File: config.mk
export PLATFORM = sky130hd
export DESIGN_NAME = ex_stage_flat
export DESIGN_NICKNAME = d
export VERILOG_FILES = /design/src/rtl/ex_stage_if.sv /design/src/rtl/ex_stage.sv /design/src/flat_wrapper.sv
export SDC_FILE = /design/constraint.sdc
export NUM_CORES = 1
export LEC_CHECK = 0
export CAP_MARGIN = 20
export CORE_MARGIN = 5
export CORE_UTILIZATION = 55
export CTS_CLUSTER_SIZE = 40
export DETAILED_ROUTE_END_ITERATION = 8
export DONT_BUFFER_PORTS = 1
export HOLD_SLACK_MARGIN = 0.12
export PLACE_DENSITY_LB_ADDON = 0.3
export RECOVER_POWER = 100
export REMOVE_ABC_BUFFERS = 1
export SLEW_MARGIN = 10
export SYNTH_ARGS = -nofsm -noshare
export SYNTH_HDL_FRONTEND = slang
export SYNTH_SLANG_ARGS = --single-unit
File: constraint.sdc
create_clock -name clk -period 6.78 [get_ports clk]
set_input_delay 1.017 -clock clk [delete_from_list [all_inputs] [get_ports clk]]
set_output_delay 1.017 -clock clk [all_outputs]
set_load 0.02 [all_outputs]
File: src/rtl/ex_stage_if.sv
// Bundle between the ID/EX register, the forwarding sources and the EX/MEM register.
// The master modport drives the operand bundle and forwarding inputs; the slave modport is the EX stage.
interface ex_stage_if #(
  parameter int unsigned DATA_W = 16,
  parameter int unsigned REG_AW = 3,
  parameter int unsigned CNT_W  = 16
);
  logic              stall;
  logic              flush;
  logic              id_valid;
  logic [2:0]        id_alu_cmd;
  logic [REG_AW-1:0] id_rs_addr;
  logic [REG_AW-1:0] id_rt_addr;
  logic [DATA_W-1:0] id_rs_data;
  logic [DATA_W-1:0] id_rt_data;
  logic [DATA_W-1:0] id_imm;
  logic              id_use_imm;
  logic              id_wb_en;
  logic [REG_AW-1:0] id_wb_addr;
  logic              id_mem_wr;
  logic              id_mem_rd;
  logic              mem_fwd_en;
  logic [REG_AW-1:0] mem_fwd_addr;
  logic [DATA_W-1:0] mem_fwd_data;
  logic              wb_fwd_en;
  logic [REG_AW-1:0] wb_fwd_addr;
  logic [DATA_W-1:0] wb_fwd_data;
  logic              ex_valid;
  logic [DATA_W-1:0] ex_alu_result;
  logic [DATA_W-1:0] ex_store_data;
  logic              ex_wb_en;
  logic [REG_AW-1:0] ex_wb_addr;
  logic              ex_mem_wr;
  logic              ex_mem_rd;
  logic [CNT_W-1:0]  ex_op_count;

  modport master (
    output stall, flush, id_valid, id_alu_cmd, id_rs_addr, id_rt_addr, id_rs_data, id_rt_data,
           id_imm, id_use_imm, id_wb_en, id_wb_addr, id_mem_wr, id_mem_rd,
           mem_fwd_en, mem_fwd_addr, mem_fwd_data, wb_fwd_en, wb_fwd_addr, wb_fwd_data,
    input  ex_valid, ex_alu_result, ex_store_data, ex_wb_en, ex_wb_addr, ex_mem_wr, ex_mem_rd,
           ex_op_count
  );

  modport slave (
    input  stall, flush, id_valid, id_alu_cmd, id_rs_addr, id_rt_addr, id_rs_data, id_rt_data,
           id_imm, id_use_imm, id_wb_en, id_wb_addr, id_mem_wr, id_mem_rd,
           mem_fwd_en, mem_fwd_addr, mem_fwd_data, wb_fwd_en, wb_fwd_addr, wb_fwd_data,
    output ex_valid, ex_alu_result, ex_store_data, ex_wb_en, ex_wb_addr, ex_mem_wr, ex_mem_rd,
           ex_op_count
  );
endinterface

File: src/rtl/ex_stage.sv
// mips_16 execute stage: MEM/WB forwarding, operand select, ALU, EX/MEM register and a
// saturating executed-op counter.
module ex_stage #(
  parameter int unsigned DATA_W = 16,
  parameter int unsigned REG_AW = 3,
  parameter int unsigned CNT_W  = 16
) (
  input logic       clk,
  input logic       rst,
  ex_stage_if.slave io_bus
);

  localparam logic [2:0] ALU_NC  = 3'd0;
  localparam logic [2:0] ALU_ADD = 3'd1;
  localparam logic [2:0] ALU_SUB = 3'd2;
  localparam logic [2:0] ALU_AND = 3'd3;
  localparam logic [2:0] ALU_OR  = 3'd4;
  localparam logic [2:0] ALU_SL  = 3'd5;
  localparam logic [2:0] ALU_SR  = 3'd6;
  localparam logic [2:0] ALU_SRU = 3'd7;

  logic [DATA_W-1:0] w_rs_fwd;
  logic [DATA_W-1:0] w_rt_fwd;
  logic [DATA_W-1:0] w_alu_a;
  logic [DATA_W-1:0] w_alu_b;
  logic [DATA_W-1:0] w_alu_r;
  logic              w_count_op;

  logic              r_valid;
  logic [DATA_W-1:0] r_alu_result;
  logic [DATA_W-1:0] r_store_data;
  logic              r_wb_en;
  logic [REG_AW-1:0] r_wb_addr;
  logic              r_mem_wr;
  logic              r_mem_rd;
  logic [CNT_W-1:0]  r_op_count;

  // r0 is hardwired zero, so a producer targeting r0 must never be forwarded.
  function automatic logic [DATA_W-1:0] fwd_sel(
    input logic [REG_AW-1:0] addr,
    input logic [DATA_W-1:0] rf_data,
    input logic              mem_en,
    input logic [REG_AW-1:0] mem_addr,
    input logic [DATA_W-1:0] mem_data,
    input logic              wb_en,
    input logic [REG_AW-1:0] wb_addr,
    input logic [DATA_W-1:0] wb_data
  );
    if (addr == '0)                        return '0;
    else if (mem_en && (mem_addr == addr)) return mem_data;
    else if (wb_en && (wb_addr == addr))   return wb_data;
    else                                   return rf_data;
  endfunction

  always_comb begin
    w_rs_fwd = fwd_sel(io_bus.id_rs_addr, io_bus.id_rs_data, io_bus.mem_fwd_en,
                       io_bus.mem_fwd_addr, io_bus.mem_fwd_data, io_bus.wb_fwd_en,
                       io_bus.wb_fwd_addr, io_bus.wb_fwd_data);
    w_rt_fwd = fwd_sel(io_bus.id_rt_addr, io_bus.id_rt_data, io_bus.mem_fwd_en,
                       io_bus.mem_fwd_addr, io_bus.mem_fwd_data, io_bus.wb_fwd_en,
                       io_bus.wb_fwd_addr, io_bus.wb_fwd_data);
    w_alu_a  = w_rs_fwd;
    w_alu_b  = io_bus.id_use_imm ? io_bus.id_imm : w_rt_fwd;
  end

  always_comb begin
    w_alu_r = '0;
    case (io_bus.id_alu_cmd)
      ALU_ADD: w_alu_r = w_alu_a + w_alu_b;
      ALU_SUB: w_alu_r = w_alu_a - w_alu_b;
      ALU_AND: w_alu_r = w_alu_a & w_alu_b;
      ALU_OR:  w_alu_r = w_alu_a | w_alu_b;
      ALU_SL:  w_alu_r = w_alu_a << w_alu_b[3:0];
      ALU_SR:  w_alu_r = $unsigned($signed(w_alu_a) >>> w_alu_b[3:0]);
      ALU_SRU: w_alu_r = w_alu_a >> w_alu_b[3:0];
      default: w_alu_r = '0;
    endcase
  end

  assign w_count_op = io_bus.id_valid && (io_bus.id_alu_cmd != ALU_NC);

  always_ff @(posedge clk) begin
    if (!rst) begin
      r_valid      <= 1'b0;
      r_alu_result <= '0;
      r_store_data <= '0;
      r_wb_en      <= 1'b0;
      r_wb_addr    <= '0;
      r_mem_wr     <= 1'b0;
      r_mem_rd     <= 1'b0;
      r_op_count   <= '0;
    end else if (io_bus.flush) begin
      r_valid      <= 1'b0;
      r_alu_result <= '0;
      r_store_data <= '0;
      r_wb_en      <= 1'b0;
      r_wb_addr    <= '0;
      r_mem_wr     <= 1'b0;
      r_mem_rd     <= 1'b0;
    end else if (!io_bus.stall) begin
      r_valid      <= io_bus.id_valid;
      r_alu_result <= w_alu_r;
      r_store_data <= w_rt_fwd;
      r_wb_en      <= io_bus.id_valid & io_bus.id_wb_en;
      r_wb_addr    <= io_bus.id_wb_addr;
      r_mem_wr     <= io_bus.id_valid & io_bus.id_mem_wr;
      r_mem_rd     <= io_bus.id_valid & io_bus.id_mem_rd;
      if (w_count_op && (r_op_count != '1)) r_op_count <= r_op_count + 1'b1;
    end
  end

  assign io_bus.ex_valid      = r_valid;
  assign io_bus.ex_alu_result = r_alu_result;
  assign io_bus.ex_store_data = r_store_data;
  assign io_bus.ex_wb_en      = r_wb_en;
  assign io_bus.ex_wb_addr    = r_wb_addr;
  assign io_bus.ex_mem_wr     = r_mem_wr;
  assign io_bus.ex_mem_rd     = r_mem_rd;
  assign io_bus.ex_op_count   = r_op_count;

endmodule

File: src/flat_wrapper.sv
// flat-port wrapper written by rule: the top's interface ports become plain ports
module ex_stage_flat 
#(
  parameter int unsigned DATA_W = 16,
  parameter int unsigned REG_AW = 3,
  parameter int unsigned CNT_W  = 16
)
  (clk, rst, io_bus_stall, io_bus_flush, io_bus_id_valid, io_bus_id_alu_cmd, io_bus_id_rs_addr, io_bus_id_rt_addr, io_bus_id_rs_data, io_bus_id_rt_data, io_bus_id_imm, io_bus_id_use_imm, io_bus_id_wb_en, io_bus_id_wb_addr, io_bus_id_mem_wr, io_bus_id_mem_rd, io_bus_mem_fwd_en, io_bus_mem_fwd_addr, io_bus_mem_fwd_data, io_bus_wb_fwd_en, io_bus_wb_fwd_addr, io_bus_wb_fwd_data, io_bus_ex_valid, io_bus_ex_alu_result, io_bus_ex_store_data, io_bus_ex_wb_en, io_bus_ex_wb_addr, io_bus_ex_mem_wr, io_bus_ex_mem_rd, io_bus_ex_op_count);
  ex_stage_if #(.DATA_W(DATA_W), .REG_AW(REG_AW), .CNT_W(CNT_W)) io_bus_i ();
  input logic clk;
  input logic rst;
  input wire logic [$bits(io_bus_i.stall)-1:0] io_bus_stall;
  input wire logic [$bits(io_bus_i.flush)-1:0] io_bus_flush;
  input wire logic [$bits(io_bus_i.id_valid)-1:0] io_bus_id_valid;
  input wire logic [$bits(io_bus_i.id_alu_cmd)-1:0] io_bus_id_alu_cmd;
  input wire logic [$bits(io_bus_i.id_rs_addr)-1:0] io_bus_id_rs_addr;
  input wire logic [$bits(io_bus_i.id_rt_addr)-1:0] io_bus_id_rt_addr;
  input wire logic [$bits(io_bus_i.id_rs_data)-1:0] io_bus_id_rs_data;
  input wire logic [$bits(io_bus_i.id_rt_data)-1:0] io_bus_id_rt_data;
  input wire logic [$bits(io_bus_i.id_imm)-1:0] io_bus_id_imm;
  input wire logic [$bits(io_bus_i.id_use_imm)-1:0] io_bus_id_use_imm;
  input wire logic [$bits(io_bus_i.id_wb_en)-1:0] io_bus_id_wb_en;
  input wire logic [$bits(io_bus_i.id_wb_addr)-1:0] io_bus_id_wb_addr;
  input wire logic [$bits(io_bus_i.id_mem_wr)-1:0] io_bus_id_mem_wr;
  input wire logic [$bits(io_bus_i.id_mem_rd)-1:0] io_bus_id_mem_rd;
  input wire logic [$bits(io_bus_i.mem_fwd_en)-1:0] io_bus_mem_fwd_en;
  input wire logic [$bits(io_bus_i.mem_fwd_addr)-1:0] io_bus_mem_fwd_addr;
  input wire logic [$bits(io_bus_i.mem_fwd_data)-1:0] io_bus_mem_fwd_data;
  input wire logic [$bits(io_bus_i.wb_fwd_en)-1:0] io_bus_wb_fwd_en;
  input wire logic [$bits(io_bus_i.wb_fwd_addr)-1:0] io_bus_wb_fwd_addr;
  input wire logic [$bits(io_bus_i.wb_fwd_data)-1:0] io_bus_wb_fwd_data;
  output wire logic [$bits(io_bus_i.ex_valid)-1:0] io_bus_ex_valid;
  output wire logic [$bits(io_bus_i.ex_alu_result)-1:0] io_bus_ex_alu_result;
  output wire logic [$bits(io_bus_i.ex_store_data)-1:0] io_bus_ex_store_data;
  output wire logic [$bits(io_bus_i.ex_wb_en)-1:0] io_bus_ex_wb_en;
  output wire logic [$bits(io_bus_i.ex_wb_addr)-1:0] io_bus_ex_wb_addr;
  output wire logic [$bits(io_bus_i.ex_mem_wr)-1:0] io_bus_ex_mem_wr;
  output wire logic [$bits(io_bus_i.ex_mem_rd)-1:0] io_bus_ex_mem_rd;
  output wire logic [$bits(io_bus_i.ex_op_count)-1:0] io_bus_ex_op_count;
  assign io_bus_i.stall = io_bus_stall;
  assign io_bus_i.flush = io_bus_flush;
  assign io_bus_i.id_valid = io_bus_id_valid;
  assign io_bus_i.id_alu_cmd = io_bus_id_alu_cmd;
  assign io_bus_i.id_rs_addr = io_bus_id_rs_addr;
  assign io_bus_i.id_rt_addr = io_bus_id_rt_addr;
  assign io_bus_i.id_rs_data = io_bus_id_rs_data;
  assign io_bus_i.id_rt_data = io_bus_id_rt_data;
  assign io_bus_i.id_imm = io_bus_id_imm;
  assign io_bus_i.id_use_imm = io_bus_id_use_imm;
  assign io_bus_i.id_wb_en = io_bus_id_wb_en;
  assign io_bus_i.id_wb_addr = io_bus_id_wb_addr;
  assign io_bus_i.id_mem_wr = io_bus_id_mem_wr;
  assign io_bus_i.id_mem_rd = io_bus_id_mem_rd;
  assign io_bus_i.mem_fwd_en = io_bus_mem_fwd_en;
  assign io_bus_i.mem_fwd_addr = io_bus_mem_fwd_addr;
  assign io_bus_i.mem_fwd_data = io_bus_mem_fwd_data;
  assign io_bus_i.wb_fwd_en = io_bus_wb_fwd_en;
  assign io_bus_i.wb_fwd_addr = io_bus_wb_fwd_addr;
  assign io_bus_i.wb_fwd_data = io_bus_wb_fwd_data;
  assign io_bus_ex_valid = io_bus_i.ex_valid;
  assign io_bus_ex_alu_result = io_bus_i.ex_alu_result;
  assign io_bus_ex_store_data = io_bus_i.ex_store_data;
  assign io_bus_ex_wb_en = io_bus_i.ex_wb_en;
  assign io_bus_ex_wb_addr = io_bus_i.ex_wb_addr;
  assign io_bus_ex_mem_wr = io_bus_i.ex_mem_wr;
  assign io_bus_ex_mem_rd = io_bus_i.ex_mem_rd;
  assign io_bus_ex_op_count = io_bus_i.ex_op_count;
  ex_stage #(.DATA_W(DATA_W), .REG_AW(REG_AW), .CNT_W(CNT_W)) u_core (.clk(clk), .rst(rst), .io_bus(io_bus_i));
endmodule
# Word-level counts from Yosys, hierarchy flattened
# Cells that the tools add are included.
classes:
  n_bitwise: 8
  add_sub_neg: 3
  n_shift: 3
  n_reduce_logical: 11
  n_mux: 8
  eq_ne: 12
op_table:
  columns: ["operator", "n"]
  rows:
  - ["two-way mux 16 bit", 7]
  - ["case mux 16 bit (7 select lines)", 1]
  - ["adder 16 x 1 -> 16 bit (second input constant)", 1]
  - ["adder 16 bit", 1]
  - ["bitwise AND 16 bit", 1]
  - ["!= test 16 bit (second input constant)", 1]
  - ["bitwise OR 16 bit", 1]
  - ["<< shifter 16 x 4 -> 16 bit", 1]
  - ["right shift 16 x 4 -> 16 bit", 1]
  - [">>> shifter 16 x 4 -> 16 bit", 1]
  - ["subtractor 16 bit", 1]
  - ["equality test 3 bit", 4]
  - ["equality test 3 bit (second input constant)", 4]
  - ["equality test 3 x 2 -> 1 bit (second input constant)", 2]
  - ["logical AND 1 bit", 6]
  - ["zero test 3 bit", 2]
  - ["bitwise AND 1 bit", 3]
  - ["equality test 3 x 1 -> 1 bit (second input constant)", 1]
  - ["inverter 1 bit", 3]
  - ["AND reduction 3 bit", 1]
  - ["nonzero test 3 bit", 1]
  - ["OR reduction 2 bit", 1]
word_totals:
  elab_cells: 53
  inputBits: 109
  out_inout_bits: 55
  ff_bits: 55

# Logic depth before layout (Yosys ltp)
logic_depth:
  ltp_word: 8
  ltp_mapped: 23
  depth_no_buf: 19

# Worst setup path before layout
# OpenSTA, ideal clock, no wires.
synth_timing:
  path_kind: "in2reg"
  start: "input io_bus_id_use_imm"
  end: "register u_core.r_alu_result[15], in the netlist u_core.io_bus.ex_alu_result[15]"
  required_ns: 6.706
  setup_slack_ns: 1.117
  arrival_ns: 5.589
  stages: 21
  setup_time_ns: 0.074
  cell_sequence: "clkbuf_1 or2_1 clkbuf_1 buf_2 o31ai_4 inv_4 buf_4 buf_2 ha_1 nand3_1 o21ai_0 xor2_1 ha_1 a211o_1 o311ai_0 a21boi_0 o2111a_1 nor4_1 o21ai_0 or3_1 a31oi_1"
synth_via:
  elab_chain_cells: 3
  word_cells_on_any_way: 9
  cone_classes: "add/sub: 2; shift: 3; mux: 2; bitwise: 2"
synth_rtl:
  columns: ["element", "line", "text"]
  rows:
  - ["from (decl)", "flat_wrapper.sv:21", "input wire logic [$bits(io_bus_i.id_use_imm)-1:0] io_bus_id_use_imm;"]
  - ["two-way mux 16 bit *", "ex_stage.sv:63", "w_alu_b = io_bus.id_use_imm ? io_bus.id_imm : w_rt_fwd;"]
  - ["subtractor 16 bit, or another cell as far along", "ex_stage.sv:70", "ALU_SUB: w_alu_r = w_alu_a - w_alu_b;"]
  - ["case mux 16 bit (7 select lines) *", "ex_stage.sv:68", "case (io_bus.id_alu_cmd)"]
  - ["to (signal assigned)", "ex_stage.sv:102", "r_alu_result <= w_alu_r;"]
  - ["to (decl)", "ex_stage.sv:30", "logic [DATA_W-1:0] r_alu_result;"]
# Mark *: on every way between the ends. The rest lies on a longest branch, timed or not.
# A chain may end at the register's enable or synchronous reset.

# Worst setup path after layout
layout_timing:
  start: "input io_bus_wb_fwd_addr[0]"
  end: "register u_core.r_alu_result[15], in the netlist u_core.io_bus.ex_alu_result[15]"
layout_via:
  elab_chain_cells: 8
  word_cells_on_any_way: 19
  cone_classes: "add/sub: 2; eq/ne: 2; shift: 3; mux: 8; bitwise: 2; reduce/logical: 2"
layout_rtl:
  columns: ["element", "line", "text"]
  rows:
  - ["from (decl)", "flat_wrapper.sv:30", "input wire logic [$bits(io_bus_i.wb_fwd_addr)-1:0] io_bus_wb_fwd_addr;"]
  - ["equality test 3 bit", "ex_stage.sv:51", "else if (wb_en && (wb_addr == addr)) return wb_data;"]
  - ["logical AND 1 bit", "ex_stage.sv:51", null]
  - ["two-way mux 16 bit", "ex_stage.sv:51", null]
  - ["two-way mux 16 bit", "ex_stage.sv:50", "else if (mem_en && (mem_addr == addr)) return mem_data;"]
  - ["two-way mux 16 bit", "ex_stage.sv:49", "if (addr == '0) return '0;"]
  - ["two-way mux 16 bit", "ex_stage.sv:63", null]
  - ["subtractor 16 bit, or another cell as far along", "ex_stage.sv:70", null]
  - ["case mux 16 bit (7 select lines) *", "ex_stage.sv:68", null]
# Marked as above.

==> impl_results.md <==
* PD cells at 193.4 mW/mm²
* Compound-Gate Fraction of Synth Area at approximately 29%
* Syn Std Cell Area at between 0.006 and 0.007 mm²
* DR iter-0 viols at roughly 930
* Crit Path Class: in -> reg
* Cells on worst reg2reg path at 9
* Detail Placement HPWL at 19,300 µm
* CP max stage delay at around 0.55 ns
* Final hold slack at between 0.6 and 0.7 ns
* Largest family of logic cells by synthesized area: compound AO/OA/AOI/OAI gates
* Slowest cell on crit path: clkbuf_2
* Commonest non-fill, non-tap cell in the layout: nor2_1
* Netlist cell types at 80
* CP Launch Type: input pin
* Hold depth at 2
* Clk buf depth at 2
* Grt total ovfl at 0
* Post-DR vias/cell at 7.173
* Total global-route track usage at 34.52%
* Number of setup violations in the final report at 0
* Initial antenna violation count at 0
* Core Region at ~0.011 mm²
* Nets@finish at 952
* Buf/Inv on CP at 4
* Clk Latency, worst-skew pair at 0.31 ns
* Worst-path clk slew at 0.08 ns
* N_diodes at 0
* Peak VDD IR at 0.1302 mV
* Critical Path Sink Type: register
* Routed WL at 25,300 µm
* RSZ-0062 raised after global routing: no
* Clock root cell: clkbuf_16
* Htree depth at 2
* Die W at 117.9 µm
* Final Critical Period at 6.067 ns
* First-pass GRT wire length at around 39,000 µm
* Synth Warn # at 0
* Synth Area in XOR/XNOR at roughly 7.1%
* Fmax at around 160 MHz
* Max Cap Viol at 1
* Vias in the first global route at around 6,600
* Final period util at 89.48%
* Final Slew Violations at 42
* CTS Hold Bufs at 0
* Mapped Cells at about 860
* I/O Pins at 164
* Worst endpoint required time at 7.02 ns
* Std-Cell Rows at 39
* Synth Area in Simple Gates at around 23%
* DR pass1 iterations at 9
* Total clock sinks at 55
* Endpoints failing hold at 0
* Status: complete, but fails checks
* Largest net degree at the start of global routing at 51
* Placed cell count at 957
* PortBufs at 0
* Measured slew at the worst slew-check pin at 2.365 ns
* Mux contribution to synthesized area at between 10% and 20%
* Initial Utilization at ~56%
* Synth Flop Type: dfxtp_1
* Top Family by Delay on Critical Path: simple AND/OR/NAND/NOR gates
* Number of synthesized flops with an enable pin at 0
* Critical Path, Cell by Cell: xnor2_2 > nand4bb_1 > buf_4 > a221oi_2 > o31a_1 > clkbuf_2 > inv_1 > clkbuf_2 > nor4_1 > nand4bb_1 > o21ai_0 > xor2_1 > ha_1 > o2111a_1 > nor4_1 > o21ai_0 > or3_1 > a31oi_1
* TritonCTS clock tree: done
* Die ar. at between 0.01 and 0.015 mm²
* CTS buffer count at 5
* Worst Skew at 0.01147 ns
* Critical path arrival at 6.30 ns
* Buffers inserted by post-CTS timing repair at 0
* Syn Area/Cell at ~7.5 µm²
* Routed length per instance at 26.19 µm
* Hold Crit Class: reg -> reg
* Register area share after synthesis at 17.18%
* Via count at 6,929
* P&R area growth vs syn at 2.909%
* #FFs+latches synth at 55
* Worst-path maximum fanout at 27
* Critical path depth in cells at 18
* Worst slew margin at -57.66%
* Violated checks: max-capacitance violations, max-slew violations
* Most frequent cells in the layout: nor2_1, nand2_1, mux2i_1
* Leakage at 0.002736 µW
* Chip height at approximately 120 µm
* ANT nets after route at 0
* Layout cells sized above 1 at under 10%
* Cts repair resizes at 0
* Async set or reset register ratio after synthesis at 0%
* Post-route insts no fill at ~970
* Synth Area in Adders at under 10%
* DRC violations left at 0
* GPL Wtd Cong at 1.062
-- worst register-to-register path, cell delays in order (launching register included) --
cell       delay, ns
dfxtp_1         0.41
and3_1          0.24
and3_1          0.21
nand2_1         0.09
o2111ai_1       0.39
or3_1           0.59
nor2_1          0.19
nand3_1         0.11
xnor2_1         0.14
and2_1          0.15
-- final cells by class --
cell class	instances	area, µm²
Clock buffer	5	125.1
Inverter	23	88.84
Sequential cell	55	1101
Clock inverter	3	27.53
Tap cell	143	178.9
Timing Repair Buffer	18	122.6
Fill cell	1130	4823
Multi-Input combinational cell	719	4951
-- worst paths after layout --
kind                                      from                         endpoint  slack [ns]
setup / recovery         io_bus_wb_fwd_addr[0]  u_core.io_bus.ex_alu_result[15]        0.71
hold / removal    u_core.io_bus.ex_op_count[1]     u_core.io_bus.ex_op_count[1]        0.61
setup reg to reg  u_core.io_bus.ex_op_count[8]    u_core.io_bus.ex_op_count[15]        4.14
hold reg to reg   u_core.io_bus.ex_op_count[1]     u_core.io_bus.ex_op_count[1]        0.61
-- flip-flops by register name, indices dropped and copies added, names as in the netlist --
signal                       cells
u_core.io_bus.ex_mem_rd          1
u_core.io_bus.ex_alu_result     16
u_core.io_bus.ex_op_count       16
u_core.io_bus.ex_wb_addr         3
u_core.io_bus.ex_wb_en           1
u_core.io_bus.ex_mem_wr          1
u_core.io_bus.ex_store_data     16
u_core.io_bus.ex_valid           1
-- layer usage --
metal  track usage, %  vias up  share of wire [%]
met5                0        -                  0
met4            13.41        0                4.2
met3            8.650       78                 12
met2            55.13      501                 45
met1            44.58     3243                 39
li1                 -     3107                  -
-- per-stage QoR --
stage	total power, µW	instance area (µm²)	setup slack, ns	TNS [ns]	util [%]
after floorplan	809.6	6117	-0.4530	-0.7420	-
after global placement	965.8	6454	0.9739	0	56.52
after detailed placement	972.7	6454	0.8337	0	56.52
after CTS	1256	6606	1.104	0	57.86
after global routing	1334	6595	0.3460	0	57.76
final	1275	6595	0.7135	0	57.76
-- Yosys cell counts, drive strengths merged (4+ instances only) --
cell,instances,share of area [%]
a211o,16,2.2
a211oi,9,1.1
a21boi,7,0.82
a21o,7,0.82
a21oi,50,3.9
a221oi,15,2.8
a222oi,5,0.78
a22oi,19,2.2
a311oi,6,0.92
a31oi,10,0.98
and2,15,1.5
and3,19,1.9
buf,30,2.9
clkbuf,29,1.7
dfxtp,55,17
ha,20,3.9
inv,23,1.4
mux2,8,1.4
mux2i,77,12
nand2,88,5.2
nand3,15,1.2
nand4,9,0.98
nor2,106,6.2
nor2b,5,0.49
nor3,24,1.9
nor4,8,1.2
o2111ai,5,0.68
o211ai,10,1.2
o21a,6,0.70
o21ai,34,2.7
o31a,7,0.96
o31ai,15,2.2
or2,4,0.39
or3,10,0.98
xnor2,34,4.8
xor2,17,2.3
-- logic make-up (layout without fill, tap and decap cells) --
| group | after synthesis | after routing |
|---|---|---|
| xor gates and xnor gates | 51 | 51 |
| muxes | 85 | 85 |
| buffers and inverters | 82 | 49 |
| and+or+nand+nor | 313 | 313 |
| adders and majority gates | 21 | 21 |
| DFF | 55 | 55 |
| AOI/OAI and AO/OA | 249 | 249 |
-- report_power, final --
| group | switching [µW] | internal [µW] | total, µW |
|---|---|---|---|
| Combinational | 394 | 242 | 636 |
| Sequential | 20.1 | 332 | 352 |
| Clock | 146 | 141 | 287 |
| Total | 560 | 716 | 1280 |
(Power assumes the default switching activity.)
